===== src/rtl/fp_unit_arbiter.sv =====
`default_nettype none
// ============================================================================
// Module      : fp_unit_arbiter
// Description : Round-robin arbiter sharing one floating-point unit between
//               two requesters. Issues one operation at a time, waits for the
//               unit's completion strobe (with a timeout that returns a
//               quiet NaN), then pulses done to the owning requester.
// Revision    : 1.0 - initial release
// ============================================================================
module fp_unit_arbiter #(
    parameter int unsigned TIMEOUT    = 64,
    parameter logic [31:0] ERR_RESULT = 32'h7FC00000
) (
    input  logic        clk,
    input  logic        reset,
    // requester 0
    input  logic        req0_valid,
    input  logic [31:0] req0_dataa,
    input  logic [31:0] req0_datab,
    output logic        req0_ready,
    output logic        req0_done,
    output logic [31:0] req0_result,
    output logic        req0_err,
    // requester 1
    input  logic        req1_valid,
    input  logic [31:0] req1_dataa,
    input  logic [31:0] req1_datab,
    output logic        req1_ready,
    output logic        req1_done,
    output logic [31:0] req1_result,
    output logic        req1_err,
    // shared FP unit
    output logic        fp_start,
    output logic [31:0] fp_dataa,
    output logic [31:0] fp_datab,
    input  logic        fp_done,
    input  logic [31:0] fp_result,
    // status
    output logic        busy
);

    localparam int unsigned        c_cnt_w    = (TIMEOUT > 1) ? $clog2(TIMEOUT) : 1;
    localparam logic [c_cnt_w-1:0] c_cnt_last = c_cnt_w'(TIMEOUT - 1);

    typedef enum logic [1:0] {
        S_IDLE  = 2'd0,
        S_ISSUE = 2'd1,
        S_WAIT  = 2'd2,
        S_RESP  = 2'd3
    } state_t;

    state_t               state_q, state_d;
    logic                 ptr_q, ptr_d;       // preferred requester on contention
    logic                 owner_q, owner_d;   // requester of the operation in flight
    logic [31:0]          dataa_q, dataa_d;
    logic [31:0]          datab_q, datab_d;
    logic [c_cnt_w-1:0]   cnt_q, cnt_d;
    logic [31:0]          res0_q, res0_d;
    logic [31:0]          res1_q, res1_d;
    logic                 err0_q, err0_d;
    logic                 err1_q, err1_d;

    logic                 w_grant_valid;
    logic                 w_grant_id;

    // Pick the winner among valid requesters; the pointer breaks ties.
    always_comb begin
        w_grant_valid = req0_valid | req1_valid;
        w_grant_id    = (req0_valid && req1_valid) ? ptr_q : req1_valid;
        req0_ready    = (state_q == S_IDLE) && w_grant_valid && !w_grant_id;
        req1_ready    = (state_q == S_IDLE) && w_grant_valid &&  w_grant_id;
    end

    // Next-state and datapath update for the IDLE/ISSUE/WAIT/RESP sequence.
    always_comb begin
        state_d = state_q;
        ptr_d   = ptr_q;
        owner_d = owner_q;
        dataa_d = dataa_q;
        datab_d = datab_q;
        cnt_d   = cnt_q;
        res0_d  = res0_q;
        res1_d  = res1_q;
        err0_d  = err0_q;
        err1_d  = err1_q;

        case (state_q)
            S_IDLE: begin
                if (w_grant_valid) begin
                    owner_d = w_grant_id;
                    ptr_d   = ~w_grant_id;
                    dataa_d = w_grant_id ? req1_dataa : req0_dataa;
                    datab_d = w_grant_id ? req1_datab : req0_datab;
                    state_d = S_ISSUE;
                end
            end
            S_ISSUE: begin
                cnt_d   = '0;
                state_d = S_WAIT;
            end
            S_WAIT: begin
                // A completion on the timeout boundary still counts as success.
                if (fp_done) begin
                    if (owner_q) begin
                        res1_d = fp_result;
                        err1_d = 1'b0;
                    end else begin
                        res0_d = fp_result;
                        err0_d = 1'b0;
                    end
                    state_d = S_RESP;
                end else if (cnt_q == c_cnt_last) begin
                    if (owner_q) begin
                        res1_d = ERR_RESULT;
                        err1_d = 1'b1;
                    end else begin
                        res0_d = ERR_RESULT;
                        err0_d = 1'b1;
                    end
                    state_d = S_RESP;
                end else begin
                    cnt_d = cnt_q + c_cnt_w'(1);
                end
            end
            S_RESP: begin
                state_d = S_IDLE;
            end
            default: begin
                state_d = S_IDLE;
            end
        endcase
    end

    // State and datapath registers; reset abandons any operation in flight.
    always_ff @(posedge clk or posedge reset) begin
        if (reset) begin
            state_q <= S_IDLE;
            ptr_q   <= 1'b0;
            owner_q <= 1'b0;
            dataa_q <= '0;
            datab_q <= '0;
            cnt_q   <= '0;
            res0_q  <= '0;
            res1_q  <= '0;
            err0_q  <= 1'b0;
            err1_q  <= 1'b0;
        end else begin
            state_q <= state_d;
            ptr_q   <= ptr_d;
            owner_q <= owner_d;
            dataa_q <= dataa_d;
            datab_q <= datab_d;
            cnt_q   <= cnt_d;
            res0_q  <= res0_d;
            res1_q  <= res1_d;
            err0_q  <= err0_d;
            err1_q  <= err1_d;
        end
    end

    // Outputs decoded from the registered state.
    always_comb begin
        fp_start    = (state_q == S_ISSUE);
        busy        = (state_q != S_IDLE);
        req0_done   = (state_q == S_RESP) && !owner_q;
        req1_done   = (state_q == S_RESP) &&  owner_q;
        fp_dataa    = dataa_q;
        fp_datab    = datab_q;
        req0_result = res0_q;
        req1_result = res1_q;
        req0_err    = err0_q;
        req1_err    = err1_q;
    end

endmodule
`default_nettype wire


===== config.mk =====
export PLATFORM = sky130hd
export DESIGN_NAME = fp_unit_arbiter
export DESIGN_NICKNAME = d
export VERILOG_FILES = /design/src/rtl/fp_unit_arbiter.sv
export SDC_FILE = /design/constraint.sdc
export NUM_CORES = 1
export LEC_CHECK = 0
export BUFFER_PORTS_ARGS = -buffer_cell sky130_fd_sc_hd__buf_2
export CAP_MARGIN = 40
export CORE_UTILIZATION = 25
export DETAILED_ROUTE_END_ITERATION = 8
export GPL_TIMING_DRIVEN = 0
export PLACE_DENSITY = 0.51
export SLEW_MARGIN = 20
export SYNTH_ARGS = -nofsm -noshare
export SYNTH_HDL_FRONTEND = slang
export SYNTH_SLANG_ARGS = --single-unit

===== constraint.sdc =====
create_clock -name clk -period 14.9 [get_ports clk]
set_clock_uncertainty 0.05 [all_clocks]
set_input_delay 2.98 -clock clk [delete_from_list [all_inputs] [get_ports clk]]
set_output_delay 2.98 -clock clk [all_outputs]
set_load 0.05 [all_outputs]

# [Word-level counts from Yosys, hierarchy flattened]
# Cells that the tools add are included.
[totals] wordCells=65 regBits=140
[classes] addsub=1 n_eq_ne=8 n_mux=26 reduce_logical=17 bitwise_logic=3
[op_table] cell="32-bit two-way mux" n=10
[op_table] cell="6-bit two-way mux" n=2
[op_table] cell="6-bit case mux with 2 select lines" n=1
[op_table] cell="1-bit two-way mux" n=9
[op_table] cell="3-bit AND reduction" n=3
[op_table] cell="2-bit case mux with 4 select lines" n=1
[op_table] cell="6-bit by 1-bit adder with 6-bit output, second input constant" n=1
[op_table] cell="6-bit == test, second input constant" n=1
[op_table] cell="1-bit logical AND" n=6
[op_table] cell="2-bit two-way mux" n=3
[op_table] cell="2-bit inequality test, second input constant" n=3
[op_table] cell="2-bit nonzero test" n=3
[op_table] cell="2-bit == test, second input constant" n=2
[op_table] cell="2-bit AND reduction" n=2
[op_table] cell="3-bit inequality test, second input constant" n=1
[op_table] cell="2-bit by 1-bit == test with 1-bit output, second input constant" n=1
[op_table] cell="1-bit logical NOT" n=2
[op_table] cell="2-bit logical NOT" n=1
[op_table] cell="1-bit NOT" n=2
[op_table] cell="1-bit OR" n=1

# [Longest topological paths before layout]
# Gate-level depths: netlist of run 1.
[logic_depth] ltp_word=4 depth_mapped=8 ltp_nobuf=6

# [Worst setup path before layout of run 1]
# No wires, ideal clock.
[synth_path] path_kind="input to output" start="in req0_valid" end="out req0_ready" slack_ns=8.057 path_stages=3 arrival_ns=3.813 path_cell_list="nand2_1 a21oi_1 clkbuf_1"
[synth_via] elab_chain_cells=4 word_cells_on_any_way=6 cone_classes="mux: 1; bitwise: 1; reduce/logical: 4"
[synth_rtl] element="start, declared" line="17" source="input logic req0_valid,"
[synth_rtl] element="1-bit logical AND" line="69" source="w_grant_id = (req0_valid && req1_valid) ? ptr_q : req1_valid;"
[synth_rtl] element="1-bit two-way mux" line="69"
[synth_rtl] element="1-bit logical NOT" line="70" source="req0_ready = (state_q == S_IDLE) && w_grant_valid && !w_grant_id;"
[synth_rtl] element="1-bit logical AND (*)" line="70"
[synth_rtl] element="end, declared" line="20" source="output logic req0_ready,"
# Mark *: on every way between the ends. The rest lies on a longest branch, timed or not.

# [Worst setup path after layout of run 1]
[layout_path] start="in req1_valid" end="out req1_ready"
[layout_via] elab_chain_cells=3 word_cells_on_any_way=5 cone_classes="mux: 1; bitwise: 1; reduce/logical: 3"
[layout_rtl] element="start, declared" line="25" source="input logic req1_valid,"
[layout_rtl] element="1-bit OR or 1-bit logical AND (tied branches)" line="68, 69"
[layout_rtl] element="1-bit logical AND or 1-bit two-way mux (tied branches)" line="71, 69"
[layout_rtl] element="1-bit logical AND (*)" line="71" source="req1_ready = (state_q == S_IDLE) && w_grant_valid && w_grant_id;"
[layout_rtl] element="end, declared" line="28" source="output logic req1_ready,"
# Marked as above.

==> metrics.cfg, run 1 <==
[cts]
post_cts_buffers=0
ctsResizeCount=0
ctsRootBufferMaster=clkbuf_16
clk_latency_ns=0.41
h-tree-depth=4
cts_buffers=17
cts_hold_buf=0
numClockSinks=140
cts_buffer_depth=2
cts_tree=built
clk_pin_slew_ns=0.06

[route]
wl_per_cell_um=17.3
drt_iter0_markers=475
vias=4926
wl_mm=18.1
drc_errors=42
routed_via_density=4.71
drt.antenna.violating_nets=0
first_pass_iters=9

[timing]
hold_viol_final=0
setup_viol_count_final=0
setup_slack_ns=7.71
report.final.slew_viol_count=0
max_freq_mhz=139
fin_setup_tns_ns=0
max_slew_margin_pct=63.2
rsz0062_at_grt=no
tightest_slew_ns=0.551
min_period_ns=7.19
period_share_pct=48.2

[status]
violations=design-rule violations
status=finished with violations

[setup_path]
reg2regPathDepth=8
ff2ff_setup_slack_ns=12.94
r2r_start=state_q[1]
cp-endpoint=req1_ready
critPathRequiredTime_ns=11.87
critPathMaxFanout=10
critPathArrivalTime_ns=4.16
cp-end-kind=output port
start_kind=input port
critical_path_class=in2out
reg2reg_to=fp_dataa[8]
crit_path_start=req1_valid

[pwr]
total_power_mw=2.29
power_density_mw_per_mm2=282
ir_worst_vdd_uv=118
leakage_nw=4.54

[synth]
synth.distinct_cells=37
synth_ff_type=dfrtp_1
yosysMostFrequentCell=dfrtp_1
ys_warn_count=0
synth_common_cells=dfrtp_1 (140), inv_1 (69), a222oi_1 (64), a22o_1 (48), buf_2 (20)
synth_seq_cells=140
async_flop_share_pct=100
yosysTopAreaCellShare_pct=62.3
yosys.area.top_type=dfrtp_1
netlist_area_mm2=0.00563
avgSynthCellArea_um2=13.0
synthesis.nets=604
synthCells=433
yosysSeqAreaShare_pct=62.3
synth_enable_flop_cells=0
synth_area_leaders=dfrtp_1 (62%), a222oi_1 (11%), a22o_1 (7.5%), inv_1 (4.6%), o22a_1 (2.8%)

[finish]
fin_nets=923
final.fill_count=2177
drive_gt1_share_pct=48.5
diodes=0
syn_to_final_growth_pct=44.4

[grt]
antenna_found_initial=0
grt_pass1_wl_mm=28.4
grt_max_degree=76
grt.total_usage_pct=15.8
overflow=0
grt_pass1_vias=5017

[placement]
finalWeightedCongestion=0.778
portBuffers=299
preCtsSetupSlack_ns=7.73
hpwl_mm=13.6

[job]
max_cap_violations=0

[die]
pin_count=301
rows=54
dieArea_mm2=0.0231
design.core.area_mm2=0.0220
die_x_um=152
start_util_pct=25.6
chipHeight_um=152

[worst_hold_path]
hp-class=reg2reg

[metal layers]
metal / share of wire, % / vias to the layer above / global-route usage [%]
met5: 0 / - / 0
met1: 44 / 2440 / 19.5
li1: - / 2305 / -
met4: 1.4 / 0 / 4.23
met2: 50 / 163 / 27.2
met3: 5.2 / 18 / 4.39
[layout make-up]
class / count / area (um^2) / share of cell area (%)
buffer: 34 / 198 / 2.43
clock buffer: 20 / 457 / 5.62
clock inverter: 12 / 159 / 1.96
inverter: 70 / 270 / 3.33
multi-input combinational: 189 / 1660 / 20.5
sequential: 140 / 3500 / 43.1
tap: 280 / 350 / 4.31
timing repair buffer: 300 / 1520 / 18.8
[placed cells by master, fill, tap and decap left out, types with 3 or more instances in the layout]
cell	netlist	final
inv_1	69	68
a222oi_1	64	64
o22a_1	18	18
ha_1	6	6
nor2_1	4	4
inv_6	0	4
nor2b_1	4	4
a22o_1	48	48
dfrtp_1	140	140
buf_6	5	5
nand2_1	6	6
clkbuf_1	7	8
and3_1	3	3
clkbuf_16	0	17
bufinv_16	0	3
buf_2	20	319
a21oi_1	7	7
and2_1	3	3
[kinds of logic (layout without fill, tap and decap cells)]
group | after synthesis | in the layout | share of synthesized area [%]
adder cells (fa/ha/maj) | 6 | 6 | 1.33
buffers and inverters | 104 | 436 | 8.18
AO/OA/AOI/OAI | 151 | 151 | 24.6
multiplexers | 1 | 1 | 0.267
AND/OR/NAND/NOR | 31 | 31 | 3.38
flip-flops | 140 | 140 | 62.3
[critical path: stages]
cell and delay (ns):
buf_2 0.12, nand2_1 0.05, a21oi_1 0.21, clkbuf_1 0.43, buf_2 0.36
[through the flow]
stage | hold slack [ns] | utilization, % | cells | area, um^2
6_report | 0.430 | 37.0 | 1045 | 8120
2_1_floorplan | 0.422 | - | 433 | 5630
3_5_place_dp | 0.421 | 34.2 | 1013 | 7510
5_1_grt | 0.446 | 37.0 | 1045 | 8120
4_1_cts | 0.436 | 37.0 | 1045 | 8120
3_3_place_gp | 0.415 | 34.0 | 1012 | 7470
[power by group]
part           internal [mW]  switching [mW]
combinational          0.312           0.894
clock                  0.274           0.168
sequential             0.553          0.0935
[how the worst min path moves through the flow]
| stage | cells after the start | from | to | slack [ns] |
|---|---|---|---|---|
| 6_report | 1 | req0_result[26] | req0_result[26] | 0.43 |
| 2_1_floorplan | 1 | ptr_q | ptr_q | 0.42 |
| 3_3_place_gp | 1 | req1_result[28] | req1_result[28] | 0.42 |
| 5_1_grt | 1 | req0_result[26] | req0_result[26] | 0.45 |
| 4_1_cts | 1 | req1_result[25] | req1_result[25] | 0.44 |
| 3_5_place_dp | 2 | fp_datab[3] | fp_datab[3] | 0.42 |
[sequential cells by signal, indices dropped and copies added (netlist names), 2 cells and up]
signal / count
req1_result: 32
cnt_q: 6
req0_result: 32
state_q: 2
fp_dataa: 32
fp_datab: 32
Power figures use the tool's default switching activity.
==> run 2: changes to the inputs <==
--- a/config.mk
+++ b/config.mk
@@ -10,7 +10,7 @@
 export CORE_UTILIZATION = 25
 export DETAILED_ROUTE_END_ITERATION = 8
 export GPL_TIMING_DRIVEN = 0
-export PLACE_DENSITY = 0.51
+export PLACE_DENSITY = 0.52
 export SLEW_MARGIN = 20
 export SYNTH_ARGS = -nofsm -noshare
 export SYNTH_HDL_FRONTEND = slang
==> constraint.sdc (replaced) <==
create_clock -name clk -period 6.5 [get_ports clk]
set_clock_uncertainty 0.05 [all_clocks]
set_input_delay 1.3 -clock clk [delete_from_list [all_inputs] [get_ports clk]]
set_output_delay 1.3 -clock clk [all_outputs]
set_load 0.05 [all_outputs]
==> run 2 against run 1 <==
Compared with the run above: the run still ends with design-rule violations left; total power rose by 130%; design area fell by 0.60%; register-to-register slack got worse by 8.5 ns.
==> metrics.cfg, run 2 (synthesized netlist as in run 1, its figures left out) <==
[timing]
max_slew_margin_pct=59.9  ; was 63.2%
report.final.slew_viol_count=0  ; unchanged
min_period_ns=3.89
period_share_pct=59.8
max_freq_mhz=257
tightest_slew_ns=0.600  ; was 0.551 ns
hold_viol_final=0  ; unchanged
setup_viol_count_final=0  ; unchanged
rsz0062_at_grt=no  ; unchanged
whs_ns=0.431  ; was 0.430 ns

[setup_path]
cp_top_family=buffers and inverters  ; unchanged
r2r_start=state_q[0]  ; was state_q[1]
crit_cells=5  ; unchanged
crit_path_start=req1_valid  ; unchanged
cp-end-kind=output port  ; unchanged
start_kind=input port  ; unchanged
critical_path_class=in2out  ; unchanged
max_stage_delay_ns=0.42  ; was 0.43 ns
critPathMaxFanout=10  ; unchanged
reg2regPathDepth=6  ; was 8
cp_common_cell=buf_2  ; unchanged
critPathRequiredTime_ns=5.15  ; was 11.87 ns
cp_cell_sequence=buf_2 -> nand2_1 -> a21oi_1 -> clkbuf_1 -> buf_2  ; unchanged
critPathArrivalTime_ns=2.54  ; was 4.16 ns
path_buf_inv=3  ; unchanged
crit_slowest_cell=clkbuf_1  ; unchanged

[finish]
drive_gt1_share_pct=48.5  ; about the same
mostFrequentLayoutCells=buf_2 (319), dfrtp_1 (140), inv_1 (68)  ; unchanged
diodes=0  ; unchanged
final_common_cell=buf_2  ; unchanged
fin_cells=1043  ; was 1045
syn_to_final_growth_pct=43.5  ; was 44.4%
fin_nets=923  ; unchanged
final.fill_count=2228  ; was 2177

[placement]
portBuffers=299  ; unchanged
hpwl_mm=13.4  ; was 13.6 mm
dp_cells=1013  ; unchanged
finalWeightedCongestion=0.791  ; was 0.778

[die]
die_x_um=152  ; unchanged
pin_count=301  ; unchanged
rows=54  ; unchanged
chipHeight_um=152  ; unchanged
start_util_pct=25.6  ; unchanged
design.core.area_mm2=0.0220  ; unchanged
dieArea_mm2=0.0231  ; unchanged

[cts]
ctsRootBufferMaster=clkbuf_16  ; unchanged
numClockSinks=140  ; unchanged
cts_buffers=17  ; unchanged
ctsResizeCount=0  ; unchanged
post_cts_buffers=0  ; unchanged
clk_pin_slew_ns=0.06  ; about the same
h-tree-depth=4  ; unchanged
cts_hold_buf=0  ; unchanged
clk_latency_ns=0.41  ; about the same
cts_tree=built  ; unchanged
cts_buffer_depth=2  ; unchanged

[status]
status=finished with violations  ; unchanged
violations=design-rule violations  ; unchanged

[grt]
antenna_found_initial=0  ; unchanged
grt.total_usage_pct=15.9  ; was 15.8%
grt_pass1_vias=5052  ; was 5017
overflow=0  ; unchanged
grt_max_degree=72  ; was 76
grt_pass1_wl_mm=28.4  ; about the same

[route]
routed_via_density=4.75  ; was 4.71
vias=4958  ; was 4926
wl_per_cell_um=17.5  ; was 17.3 um
wl_mm=18.2  ; was 18.1 mm
drt_iter0_markers=641  ; was 475
drt.antenna.violating_nets=0  ; unchanged
first_pass_iters=9  ; unchanged
drc_errors=40  ; was 42

[job]
max_cap_violations=0  ; unchanged

[pwr]
power_density_mw_per_mm2=645  ; was 282 mW/mm^2
ir_worst_vdd_uv=227  ; was 118 uV
leakage_nw=4.52  ; was 4.54 nW

[worst_hold_path]
hold-path-cell-count=1  ; unchanged
hp-class=reg2reg  ; unchanged
hp-start=req1_result[25]  ; was req0_result[26]

run 2: cell types whose count changed in the layout (fill, tap and decap cells not counted):
| cell | before | now |
|---|---|---|
| bufinv_16 | 3 | 2 |
| clkbuf_1 | 8 | 7 |
| clkbuf_8 | 2 | 0 |
| clkinv_2 | 2 | 3 |
| clkinvlp_4 | 2 | 3 |
run 2: path summary, 6_finish.rpt:
check / end / slack (ns)
max: req1_ready / 2.61
min: req1_result[25] / 0.43
max reg2reg: req0_result[30] / 4.48
min reg2reg: req1_result[25] / 0.43
max in group asynchronous: ptr_q / 4.81
min in group asynchronous: fp_datab[9] / 0.88
run 2: power breakdown:
group / leakage (nW) / internal [mW] / switching [mW]
sequential: 1.74 / 1.27 / 0.220
combinational: 2.51 / 0.714 / 2.06
clock: 0.272 / 0.564 / 0.390
total: 4.52 / 2.55 / 2.66
run 2: layout make-up:
class                      instances  area, um^2  area share [%]
inverter                          70         270            3.35
multi-input combinational        189        1660            20.6
clock inverter                    13         141            1.75
sequential                       140        3500            43.4
tap                              280         350            4.34
buffer                            34         198            2.45
clock buffer                      17         425            5.27
timing repair buffer             300        1520            18.9
run 2: layer usage:
layer  wire (um)  up-vias  GRT usage [%]
met4         355        0           5.98
met5           0        -              0
met2        9020      200           26.6
met3        1080       21           4.22
met1        7780     2445           19.6
li1            -     2292              -
run 2: per-stage QoR:
| step | cell area (um^2) | total power [mW] | TNS [ns] | setup WS [ns] | util, % |
|---|---|---|---|---|---|
| after floorplan | 5630 | 3.56 | 0 | 1.40 | - |
| after global placement | 7470 | 4.28 | -74.80 | -0.544 | 34.0 |
| after detailed placement | 7510 | 4.29 | 0 | 2.65 | 34.2 |
| after global routing | 8080 | 5.47 | 0 | 2.54 | 36.8 |
| final | 8080 | 5.21 | 0 | 2.61 | 36.8 |
| after CTS | 8080 | 5.26 | 0 | 2.65 | 36.8 |
